File: config.mk
export PLATFORM = sky130hd
export DESIGN_NAME = ttc_cmd_decoder
export DESIGN_NICKNAME = d
export VERILOG_FILES = /design/src/rtl/ttc_cmd_decoder.sv
export SDC_FILE = /design/constraint.sdc
export NUM_CORES = 1
export LEC_CHECK = 0
export BUFFER_PORTS_ARGS = -buffer_cell sky130_fd_sc_hd__buf_2
export CAP_MARGIN = 20
export CORE_ASPECT_RATIO = 1.5
export CORE_MARGIN = 1.5
export CORE_UTILIZATION = 52
export CTS_CLUSTER_DIAMETER = 100
export DETAILED_ROUTE_END_ITERATION = 10
export PLACE_DENSITY = 0.74
export SYNTH_ARGS = -nofsm -noshare
export SYNTH_HDL_FRONTEND = slang
export SYNTH_SLANG_ARGS = --single-unit
File: constraint.sdc
create_clock -name clock -period 2.8 [get_ports clock]
set_input_delay 0.84 -clock clock [delete_from_list [all_inputs] [get_ports clock]]
set_output_delay 0.84 -clock clock [all_outputs]
set_load 0.005 [all_outputs]
File: src/rtl/ttc_cmd_decoder.sv
// ttc_cmd_decoder
//   Turns the 4-bit per-BX TTC command stream into single-cycle strobes.
//   It also applies per-command masking, drops L1As for a holdoff window
//   after Resync/HardReset, checks the BC0 period, and keeps saturating
//   command counters.
//
// Ports
//   clock, reset            40 MHz clock, synchronous active-high reset
//   ttc_cmd, ttc_cmd_valid  encoded command and its qualifier
//   cmd_mask                bit n enables command code n (bit 0 unused)
//   cnt_reset               clears all counters and bc0_period_err
//   ttc_l1a .. ttc_calpulse registered command strobes, 1 clock after input
//   l1a_cnt, bc0_cnt,
//   resync_cnt, invalid_cnt saturating MXCNT-bit event counters
//   l1a_holdoff             high while L1As are dropped after Resync
//   bc0_period_err          sticky BC0 spacing error
module ttc_cmd_decoder #(
    parameter int MXCNT          = 32,
    parameter int LHC_CYCLE      = 3564,
    parameter int RESYNC_HOLDOFF = 16
) (
    input  logic             clock,
    input  logic             reset,
    input  logic [3:0]       ttc_cmd,
    input  logic             ttc_cmd_valid,
    input  logic [7:0]       cmd_mask,
    input  logic             cnt_reset,
    output logic             ttc_l1a,
    output logic             ttc_bx0,
    output logic             ttc_ec0,
    output logic             ttc_resync,
    output logic             ttc_oc0,
    output logic             ttc_hard_reset,
    output logic             ttc_calpulse,
    output logic [MXCNT-1:0] l1a_cnt,
    output logic [MXCNT-1:0] bc0_cnt,
    output logic [MXCNT-1:0] resync_cnt,
    output logic [MXCNT-1:0] invalid_cnt,
    output logic             l1a_holdoff,
    output logic             bc0_period_err
);

    localparam int HW = $clog2(RESYNC_HOLDOFF + 1);

    typedef enum logic {
        IDLE,
        HOLD
    } hold_state_t;

    hold_state_t   state, state_nxt;
    logic [HW-1:0] hold_cnt, hold_cnt_nxt;

    logic [7:0]  code_hit;
    logic [7:0]  acc;
    logic        invalid_hit;
    logic        l1a_acc;
    logic        hold_trig;
    logic [11:0] gap;
    logic        bc0_armed;
    logic        unused_bits;

    // One-hot decode of valid codes 0..7; code 0 (idle) and mask bit 0 are never used.
    always_comb begin
        code_hit = '0;
        if (ttc_cmd_valid && !ttc_cmd[3]) begin
            code_hit[ttc_cmd[2:0]] = 1'b1;
        end
    end

    assign acc         = code_hit & cmd_mask;
    assign invalid_hit = ttc_cmd_valid & ttc_cmd[3];
    assign l1a_acc     = acc[1] && (state == IDLE);
    assign hold_trig   = acc[4] | acc[6];
    assign unused_bits = ^{acc[0]};

    function automatic logic [MXCNT-1:0] sat_inc(input logic [MXCNT-1:0] v);
        return (&v) ? v : v + MXCNT'(1);
    endfunction

    // Holdoff FSM: state register
    always_ff @(posedge clock) begin
        if (reset) begin
            state    <= IDLE;
            hold_cnt <= '0;
        end else begin
            state    <= state_nxt;
            hold_cnt <= hold_cnt_nxt;
        end
    end

    // Holdoff FSM: next state. Leaving on count 1 keeps HOLD for exactly
    // RESYNC_HOLDOFF clocks after the triggering command.
    always_comb begin
        state_nxt    = state;
        hold_cnt_nxt = hold_cnt;
        case (state)
            IDLE: begin
                if (hold_trig) begin
                    state_nxt    = HOLD;
                    hold_cnt_nxt = HW'(RESYNC_HOLDOFF);
                end
            end
            HOLD: begin
                if (hold_trig) begin
                    hold_cnt_nxt = HW'(RESYNC_HOLDOFF);
                end else if (hold_cnt == HW'(1)) begin
                    state_nxt    = IDLE;
                    hold_cnt_nxt = '0;
                end else begin
                    hold_cnt_nxt = hold_cnt - HW'(1);
                end
            end
            default: begin
                state_nxt    = IDLE;
                hold_cnt_nxt = '0;
            end
        endcase
    end

    // Holdoff FSM: outputs
    always_comb begin
        l1a_holdoff = (state == HOLD);
    end

    // Command strobes
    always_ff @(posedge clock) begin
        if (reset) begin
            ttc_l1a        <= 1'b0;
            ttc_bx0        <= 1'b0;
            ttc_ec0        <= 1'b0;
            ttc_resync     <= 1'b0;
            ttc_oc0        <= 1'b0;
            ttc_hard_reset <= 1'b0;
            ttc_calpulse   <= 1'b0;
        end else begin
            ttc_l1a        <= l1a_acc;
            ttc_bx0        <= acc[2];
            ttc_ec0        <= acc[3];
            ttc_resync     <= acc[4];
            ttc_oc0        <= acc[5];
            ttc_hard_reset <= acc[6];
            ttc_calpulse   <= acc[7];
        end
    end

    // Event counters; cnt_reset takes priority over a coincident event
    always_ff @(posedge clock) begin
        if (reset || cnt_reset) begin
            l1a_cnt     <= '0;
            bc0_cnt     <= '0;
            resync_cnt  <= '0;
            invalid_cnt <= '0;
        end else begin
            if (l1a_acc)     l1a_cnt     <= sat_inc(l1a_cnt);
            if (acc[2])      bc0_cnt     <= sat_inc(bc0_cnt);
            if (acc[4])      resync_cnt  <= sat_inc(resync_cnt);
            if (invalid_hit) invalid_cnt <= sat_inc(invalid_cnt);
        end
    end

    // BC0 period checker. gap holds the clocks since the last accepted BC0,
    // so it equals LHC_CYCLE when the next BC0 is on time.
    always_ff @(posedge clock) begin
        if (reset) begin
            gap            <= '0;
            bc0_armed      <= 1'b0;
            bc0_period_err <= 1'b0;
        end else begin
            if (acc[2]) begin
                gap <= 12'd1;
            end else if (gap != 12'hFFF) begin
                gap <= gap + 12'd1;
            end

            if (cnt_reset || acc[4]) begin
                bc0_armed <= 1'b0;
            end else if (acc[2]) begin
                bc0_armed <= 1'b1;
            end

            if (cnt_reset) begin
                bc0_period_err <= 1'b0;
            end else if (acc[2] && bc0_armed && (gap != 12'(LHC_CYCLE))) begin
                bc0_period_err <= 1'b1;
            end
        end
    end

endmodule

==> flow_summary.toml, run 1 <==
[synthesis]
synth-edff-count = 0
synth_mux_area_frac = 0.0146
syn_area_um2 = 7650
synth_top_family_by_area = "simple AND/OR/NAND/NOR gates"
synth_cell_types = 55
syn_inst = 929
synth_compound_area_frac = 0.185
synth_common_cells = "dfxtp_1, a21oi_1, nand2_1"
synthAdderAreaFrac = 0.0131
yosysWarnings = 0
ys.flop_type = "dfxtp_1"
syn_area_per_cell_um2 = 8.23
synth_top_area_frac = 0.406
synth_seq_cells = 155
syn_nets = 953
synth_area_leaders = "dfxtp_1, a21oi_1, or4_1"
yosysSeqAreaShare = 0.406
synth_simple_gate_area_share = 0.319
yosys.area_share.xor_xnor = 0.0218
yosys.area.top_type = "dfxtp_1"
yosysMostFrequentCell = "dfxtp_1"
async_flop_share = 0

[finish]
drive_above_1_share = 0.224
n_fill_cell = 1315
final_cell_area_um2 = 9480
seq_area_um2 = 3100
n_antenna_cell = 0
fin_nets = 1125
area_growth_pct = 23.9
fin_cells = 1310
multiInputGateArea_um2 = 4260

[critical_path]
worstPathMaxFanout = 6
slowest_stage = "or3b_4"
crit_path_end_kind = "register"
cp_cell_sequence = "buf_2, or3b_4, or3_1, a211o_1, buf_4, or3_1, a21oi_1"
cp.arrival_ns = 2.75
crit_required_ns = 3.15
crit_family = "simple AND/OR/NAND/NOR gates"
start_kind = "primary input"
crit_buf_inv = 2
cpMostUsedCell = "or3_1"
crit_type = "in -> reg"
slowest_delay_ns = 0.42

[floorplanning]
start_util = 0.529
die_w_um = 102
fp.coreArea_um2 = 14500
placementRows = 54
io_pins = 153
die_area_um2 = 15500
dieHeight_um = 152

[clock_network]
clkSlewWorstSetupHoldPaths_ns = 0.06
cts_setup_buffers = 0
htreeDepth = 4
numCtsBuffers = 17
cts_tree = "yes"
hold_buffers = 0
clockRootBuffer = "clkbuf_16"
insertion_delay_ns = 0.43
clk_path_buf_depth = 2
post_cts_resized = 0
clock-sinks = 155

[flow_run]
cap_violations = 0

[sta]
max_freq_mhz = 418
clock_skew_ns = 0.00892
drv_slew = 0
setup_slack_ns = 0.408
whs_ns = 0.488
hold_violations = 0
tightest_slew_ns = 0.612
rsz0062_at_grt = "no"
fin_crit_sh = 0.854
period_needed_ns = 2.39
setup_viol = 0
relSlewSlack = 0.581

[global_route]
grt_util_all_layers = 0.263
grt_pass1_vias = 7021
grt-ovfl-total = 0
antenna_found_initial = 0
grt_max_degree = 42
grt_pass1_wl_um = 32700

[power]
p_per_area_nw_per_um2 = 511
leakage_nw = 3.44
clock_power_share = 0.513
peakVddDrop_v = 0.000355
p_switching_mw = 1.06
p_comb_frac = 0.028
intPower_mw = 3.78
netSwitchingFraction = 0.218
power_frac_seq = 0.459

[drt]
dr.pass1.iters = 5
final_antenna_net_count = 0
drt_iter0_drc = 201
wire_per_inst_um = 15.5
drc_errors = 0
vias = 7811
vias_per_cell = 5.96
routed_wl_um = 20200

[place]
dp_cells = 1278
dp_slack_ns = -0.0412
numPortBuffers = 151
placed_area_um2 = 8840
hpwl_um = 14500
gp_congestion = 0.850

[hold_path]
hp-class = "reg -> reg"

[run_status]
outcome = "complete, no violations"
## cell families (layout without fill, tap and decap cells)
group,after synthesis,after routing
buffers and inverters,74,259
xor gates and xnor gates,19,19
AOI/OAI and AO/OA,233,233
and+or+nand+nor,429,429
adders and majority gates,8,8
muxes,11,11
DFF,155,155
## final timing paths
check | from | endpoint | slack, ns | cells after the start
max reg2reg | resync_cnt[12] | resync_cnt[0] | 0.45 | 7
min reg2reg | bc0_period_err | bc0_period_err | 0.49 | 2
max | ttc_cmd[0] | bc0_cnt[12] | 0.41 | 7
min | bc0_period_err | bc0_period_err | 0.49 | 2
## per-stage QoR
| stage | TNS [ns] | util | total power [mW] |
|---|---|---|---|
| 2_1_floorplan | 0 | - | 2.35 |
| 3_3_place_gp | -0.0303 | 0.611 | 2.40 |
| 3_5_place_dp | -0.142 | 0.612 | 2.41 |
| 4_1_cts | 0 | 0.656 | 4.87 |
| 5_1_grt | 0 | 0.656 | 4.98 |
| 6_report | 0 | 0.656 | 4.84 |
## per-layer routing
layer	global-route usage	part of all wire
met1	0.311	0.42
met2	0.450	0.50
met3	0.0665	0.058
met4	0.108	0.025
met5	0	0
## layout by cell type, fill, tap and decap left out, types with 4 or more instances in the layout
master	n
ha_1	8
nor3_1	17
a31oi_1	8
bufinv_16	4
nor3b_1	5
a211oi_1	7
o21ai_0	48
o211ai_1	5
nand4_1	44
o31ai_1	43
a21oi_1	99
nor2_1	51
dfxtp_1	155
buf_2	151
xor2_1	10
nand3_1	48
xnor2_1	9
nor4_1	11
inv_1	28
and2_1	10
buf_4	46
or3_1	56
and4_1	23
clkbuf_16	17
or4_1	49
mux2i_1	10
and3_1	12
nand2_1	82
## worst reg2reg max path: stages, from the launching register on
cell and delay, ns:
dfxtp_1 0.39, nand3_1 0.16, or3_1 0.45, o31ai_4 0.60, buf_8 0.25, buf_4 0.19, xor2_1 0.16, nor2_1 0.05
## power groups by stage
stage / sequential (mW) / combinational (mW) / clock, mW
after floorplan: 2.27 / 0.0776 / 0
after global placement: 2.27 / 0.133 / 0
after detailed placement: 2.27 / 0.135 / 0
after CTS: 2.22 / 0.136 / 2.52
after global routing: 2.22 / 0.150 / 2.61
final: 2.22 / 0.135 / 2.48
## sequential cells by signal, indices dropped and copies added (netlist names)
name / count
ttc_calpulse: 1
l1a_cnt: 32
ttc_bx0: 1
bc0_armed: 1
bc0_cnt: 32
ttc_resync: 1
gap: 12
ttc_ec0: 1
ttc_hard_reset: 1
ttc_l1a: 1
bc0_period_err: 1
l1a_holdoff: 1
invalid_cnt: 32
ttc_oc0: 1
resync_cnt: 32
hold_cnt: 5
## final cells by class
cell class,instances,area share
Clock inverter,13,0.0202
Clock buffer,19,0.0467
Timing Repair Buffer,199,0.120
Sequential cell,155,0.327
Tap cell,196,0.0259
Multi-Input combinational cell,700,0.449
Inverter,28,0.0111
No activity file was read; power rests on OpenSTA's default activity.
==> run 2: changes to the inputs <==
Settings changed: RECOVER_POWER from default to 25, TNS_END_PERCENT from default to 10.
==> run 2 against run 1 <==
Net effect:
- power about the same
- clock skew down 0.0026 ns
- core utilization down 0.41 points
- largest cell class unchanged
- highest routed layer unchanged
==> flow_summary.toml, run 2 (synthesis results as in run 1) <==
[run_status]
outcome = "complete, no violations"

[clock_network]
numCtsBuffers = 17
post_cts_resized = 0
htreeDepth = 4
clockRootBuffer = "clkbuf_16"
insertion_delay_ns = 0.43
clkSlewWorstSetupHoldPaths_ns = 0.06
cts_setup_buffers = 0
hold_buffers = 0
clock-sinks = 155
cts_tree = "yes"
clk_path_buf_depth = 2

[drt]
drt_iter0_drc = 226
vias_per_cell = 5.97
vias = 7818
routed_wl_um = 20300
wire_per_inst_um = 15.5
dr.pass1.iters = 4
drc_errors = 0
final_antenna_net_count = 0

[critical_path]
worstRegToRegCells = 7
worstPathMaxFanout = 8
crit_type = "in -> reg"
reg2reg_from = "resync_cnt[12]"
start_kind = "primary input"
crit_path_end_kind = "register"
r2r_slack_ns = 0.45
cp.arrival_ns = 2.84
crit_required_ns = 3.17
reg2reg_to = "resync_cnt[0]"

[place]
hpwl_um = 14500
dp_slack_ns = -0.0412
numPortBuffers = 151
placed_area_um2 = 8840
dp_cells = 1278
gp_congestion = 0.850

[hold_path]
hp-class = "reg -> reg"
min_to = "gap[8]"
hold_depth = 2
min-delay-start = "gap[8]"

[sta]
tightest_slew_ns = 0.897
hold_violations = 0
fin_setup_tns_ns = 0
period_needed_ns = 2.47
clock_skew_ns = 0.00628
rsz0062_at_grt = "no"
relSlewSlack = 0.402
drv_slew = 0
setup_viol = 0
fin_crit_sh = 0.883
setup_slack_ns = 0.328
max_freq_mhz = 404
whs_ns = 0.490

[power]
leakage_nw = 3.29
peakVddDrop_v = 0.000358
p_per_area_nw_per_um2 = 514
power_mw = 4.84

[finish]
final_common_cell = "dfxtp_1"
seq_area_um2 = 3100
fin_nets = 1125
multiInputGateArea_um2 = 4250
area_growth_pct = 23.1
layout_common_cells = "dfxtp_1, buf_2, a21oi_1, nand2_1, or3_1"
final_core_util = 0.652
n_antenna_cell = 0
final_cell_area_um2 = 9420
drive_above_1_share = 0.191
n_fill_cell = 1329
fin_cells = 1310

[floorplanning]
start_util = 0.529
placementRows = 54
dieHeight_um = 152
io_pins = 153
die_area_um2 = 15500
fp.coreArea_um2 = 14500
die_w_um = 102

[global_route]
grt_max_degree = 42
grt_util_all_layers = 0.263
antenna_found_initial = 0
grt-ovfl-total = 0
grt_pass1_wl_um = 32700
grt_pass1_vias = 7021

[flow_run]
cap_violations = 0
-- run 2: changes by cell type in the layout (fill, tap and decap cells not counted) --
cell      before  now
or3b_1         0    1
buf_4         46   41
buf_2        151  121
buf_1          0    1
clkbuf_1       1   35
or3b_4         1    0
-- run 2: worst max-delay path by stage --
stage	from	end	slack, ns	depth (start not counted)
after floorplan	ttc_cmd[0]	bc0_cnt[12]	0.18	7
after global placement	ttc_cmd[0]	bc0_cnt[12]	-0.01	7
after detailed placement	ttc_cmd[0]	bc0_cnt[14]	-0.04	7
after CTS	ttc_cmd[0]	bc0_cnt[12]	0.42	7
after global routing	ttc_cmd[0]	resync_cnt[28]	0.19	8
final	ttc_cmd[0]	resync_cnt[28]	0.33	8
-- run 2: cell type report --
| type | count | area share |
|---|---|---|
| Multi-Input combinational cell | 700 | 0.451 |
| Tap cell | 196 | 0.0260 |
| Clock inverter | 13 | 0.0203 |
| Sequential cell | 155 | 0.329 |
| Inverter | 28 | 0.0112 |
| Clock buffer | 19 | 0.0470 |
| Timing Repair Buffer | 199 | 0.115 |
-- run 2: metal layers --
layer	routed length [um]	vias up	track usage	share of wire
li1	-	3870	-	-
met1	8600	3714	0.311	0.42
met2	10100	192	0.450	0.50
met3	1100	42	0.0665	0.054
met4	534	0	0.108	0.026
met5	0	-	0	0
-- run 2: worst max-delay path, cell delays in order --
cell	delay, ns
buf_2	0.11
clkbuf_1	0.12
nand4b_1	0.21
nor3_2	0.31
clkbuf_1	0.40
o21ai_0	0.27
or4_1	0.44
a21oi_1	0.14
-- run 2: report_power, final --
group | total (mW) | switching [mW] | internal [mW]
combinational | 0.133 | 0.0874 | 0.0457
sequential | 2.22 | 0.00876 | 2.21
clock | 2.48 | 0.962 | 1.52
==> run 3: changes to the inputs <==
==> constraint.sdc (replaced) <==
create_clock -name clock -period 2.8 [get_ports clock]
set_input_delay 0 -clock clock [delete_from_list [all_inputs] [get_ports clock]]
set_output_delay 0 -clock clock [all_outputs]
set_load 0.005 [all_outputs]
==> run 3 against run 2 <==
Net effect:
- non-clock buffer count fell by 16
- power fell by 2.3%
- die area did not move
- core utilization fell by 0.74 points
- worst setup slack improved by 0.020 ns
- critical endpoint is now l1a_cnt[30]
- clock skew rose by 0.0071 ns
- critical path depth fell by 3
- largest cell class unchanged
- largest power group unchanged
- critical path type is now reg -> reg
==> flow_summary.toml, run 3 (synthesis results as in run 1) <==
[drt]
routed_wl_um = 20100
final_antenna_net_count = 0
vias_per_cell = 6.00
drt_iter0_drc = 264
vias = 7770
wire_per_inst_um = 15.6
dr.pass1.iters = 5
drc_errors = 0

[global_route]
grt_pass1_wl_um = 32200
antenna_found_initial = 0
grt_pass1_vias = 6926
grt_util_all_layers = 0.257
grt-ovfl-total = 0
grt_max_degree = 77

[finish]
seq_area_um2 = 3100
final_common_cell = "dfxtp_1"
n_fill_cell = 1416
area_growth_pct = 21.7
multiInputGateArea_um2 = 4260
n_antenna_cell = 0
fin_nets = 1109
layout_common_cells = "dfxtp_1, buf_2, a21oi_1, nand2_1, or3_1"
final_core_util = 0.644
drive_above_1_share = 0.161

[floorplanning]
start_util = 0.529
io_pins = 153
die_w_um = 102
placementRows = 54
dieHeight_um = 152
fp.coreArea_um2 = 14500
die_area_um2 = 15500

[clock_network]
clk_path_buf_depth = 2
cts_setup_buffers = 0
clkSlewWorstSetupHoldPaths_ns = 0.06
numCtsBuffers = 17
insertion_delay_ns = 0.43
clockRootBuffer = "clkbuf_16"
cts_tree = "yes"
clock-sinks = 155
htreeDepth = 4

[critical_path]
start_kind = "register"
cp.arrival_ns = 2.82
r2r_slack_ns = 0.35
worstPathMaxFanout = 15
crit_required_ns = 3.16
crit_path_end_kind = "register"
crit_type = "reg -> reg"

[place]
hpwl_um = 14100
numPortBuffers = 151
gp_congestion = 0.826

[power]
power_frac_seq = 0.470
peakVddDrop_v = 0.000497
p_per_area_nw_per_um2 = 508
netSwitchingFraction = 0.215
clock_power_share = 0.502
p_switching_mw = 1.02
p_comb_frac = 0.028
leakage_nw = 3.18
intPower_mw = 3.71

[run_status]
outcome = "complete, no violations"

[sta]
fin_setup_tns_ns = 0
fin_crit_sh = 0.876
setup_viol = 0
rsz0062_at_grt = "no"
max_freq_mhz = 408
relSlewSlack = 0.358
period_needed_ns = 2.45
clock_skew_ns = 0.0134
hold_violations = 0
drv_slew = 0
tightest_slew_ns = 0.963

[hold_path]
hp-class = "in -> reg"

[flow_run]
cap_violations = 0
run 3: cell count changes in the layout (fill, tap and decap cells not counted), sizes merged:
cell	previous run	this run
dlygate4sd3	0	12
buf	165	130
inv	30	28
bufinv	4	3
clkbuf	53	63
clkinv	4	5
clkinvlp	3	2
run 3: layout make-up:
cell class | instances | share of cell area
Multi-Input combinational cell | 700 | 0.457
Sequential cell | 155 | 0.333
Timing Repair Buffer | 183 | 0.107
Clock buffer | 22 | 0.0498
Tap cell | 196 | 0.0263
Clock inverter | 10 | 0.0152
Inverter | 28 | 0.0113
run 3: worst max-delay path: stages, from the launching register on:
cell	delay [ns]
dfxtp_1	0.43
nand4_1	0.20
or4_1	0.74
nand4b_4	0.35
or4_1	0.52
a21oi_1	0.15
run 3: power groups by stage:
stage          combinational (mW)  sequential (mW)  clock [mW]
2_1_floorplan              0.0776             2.27           0
3_3_place_gp                0.124             2.27           0
3_5_place_dp                0.126             2.27           0
4_1_cts                     0.134             2.22        2.40
5_1_grt                     0.148             2.22        2.51
6_report                    0.134             2.22        2.37
run 3: stage by stage:
step	cell area, um2	total power [mW]	hold slack, ns	std cells	worst slack [ns]
2_1_floorplan	7650	2.35	0.0767	929	0.509
3_3_place_gp	8640	2.39	0.223	1250	0.424
3_5_place_dp	8640	2.40	0.223	1250	0.355
4_1_cts	9370	4.76	0.00904	1294	0.330
5_1_grt	9310	4.88	0.0258	1294	0.192
6_report	9310	4.73	0.0314	1294	0.347
run 3: repair_timing:
action | 4_1_cts | 5_1_grt
endpoints found under the hold margin | 8 | 0
setup endpoints to repair | 0 | 0
hold buffers | 12 | 0
gates resized for setup | 0 | 0
run 3: per-layer routing:
layer | up-vias | track usage | wire length (um)
li1 | 3847 | - | -
met1 | 3688 | 0.298 | 8300
met2 | 199 | 0.449 | 10200
met3 | 36 | 0.0706 | 1250
met4 | 0 | 0.0932 | 371
met5 | - | 0 | 0
run 3: worst paths after layout:
kind	start	endpoint	cells after the start
hold / removal	reset	l1a_holdoff	2
setup / recovery	l1a_cnt[4]	l1a_cnt[30]	5
setup reg to reg	l1a_cnt[4]	l1a_cnt[30]	5
hold reg to reg	gap[8]	gap[8]	2
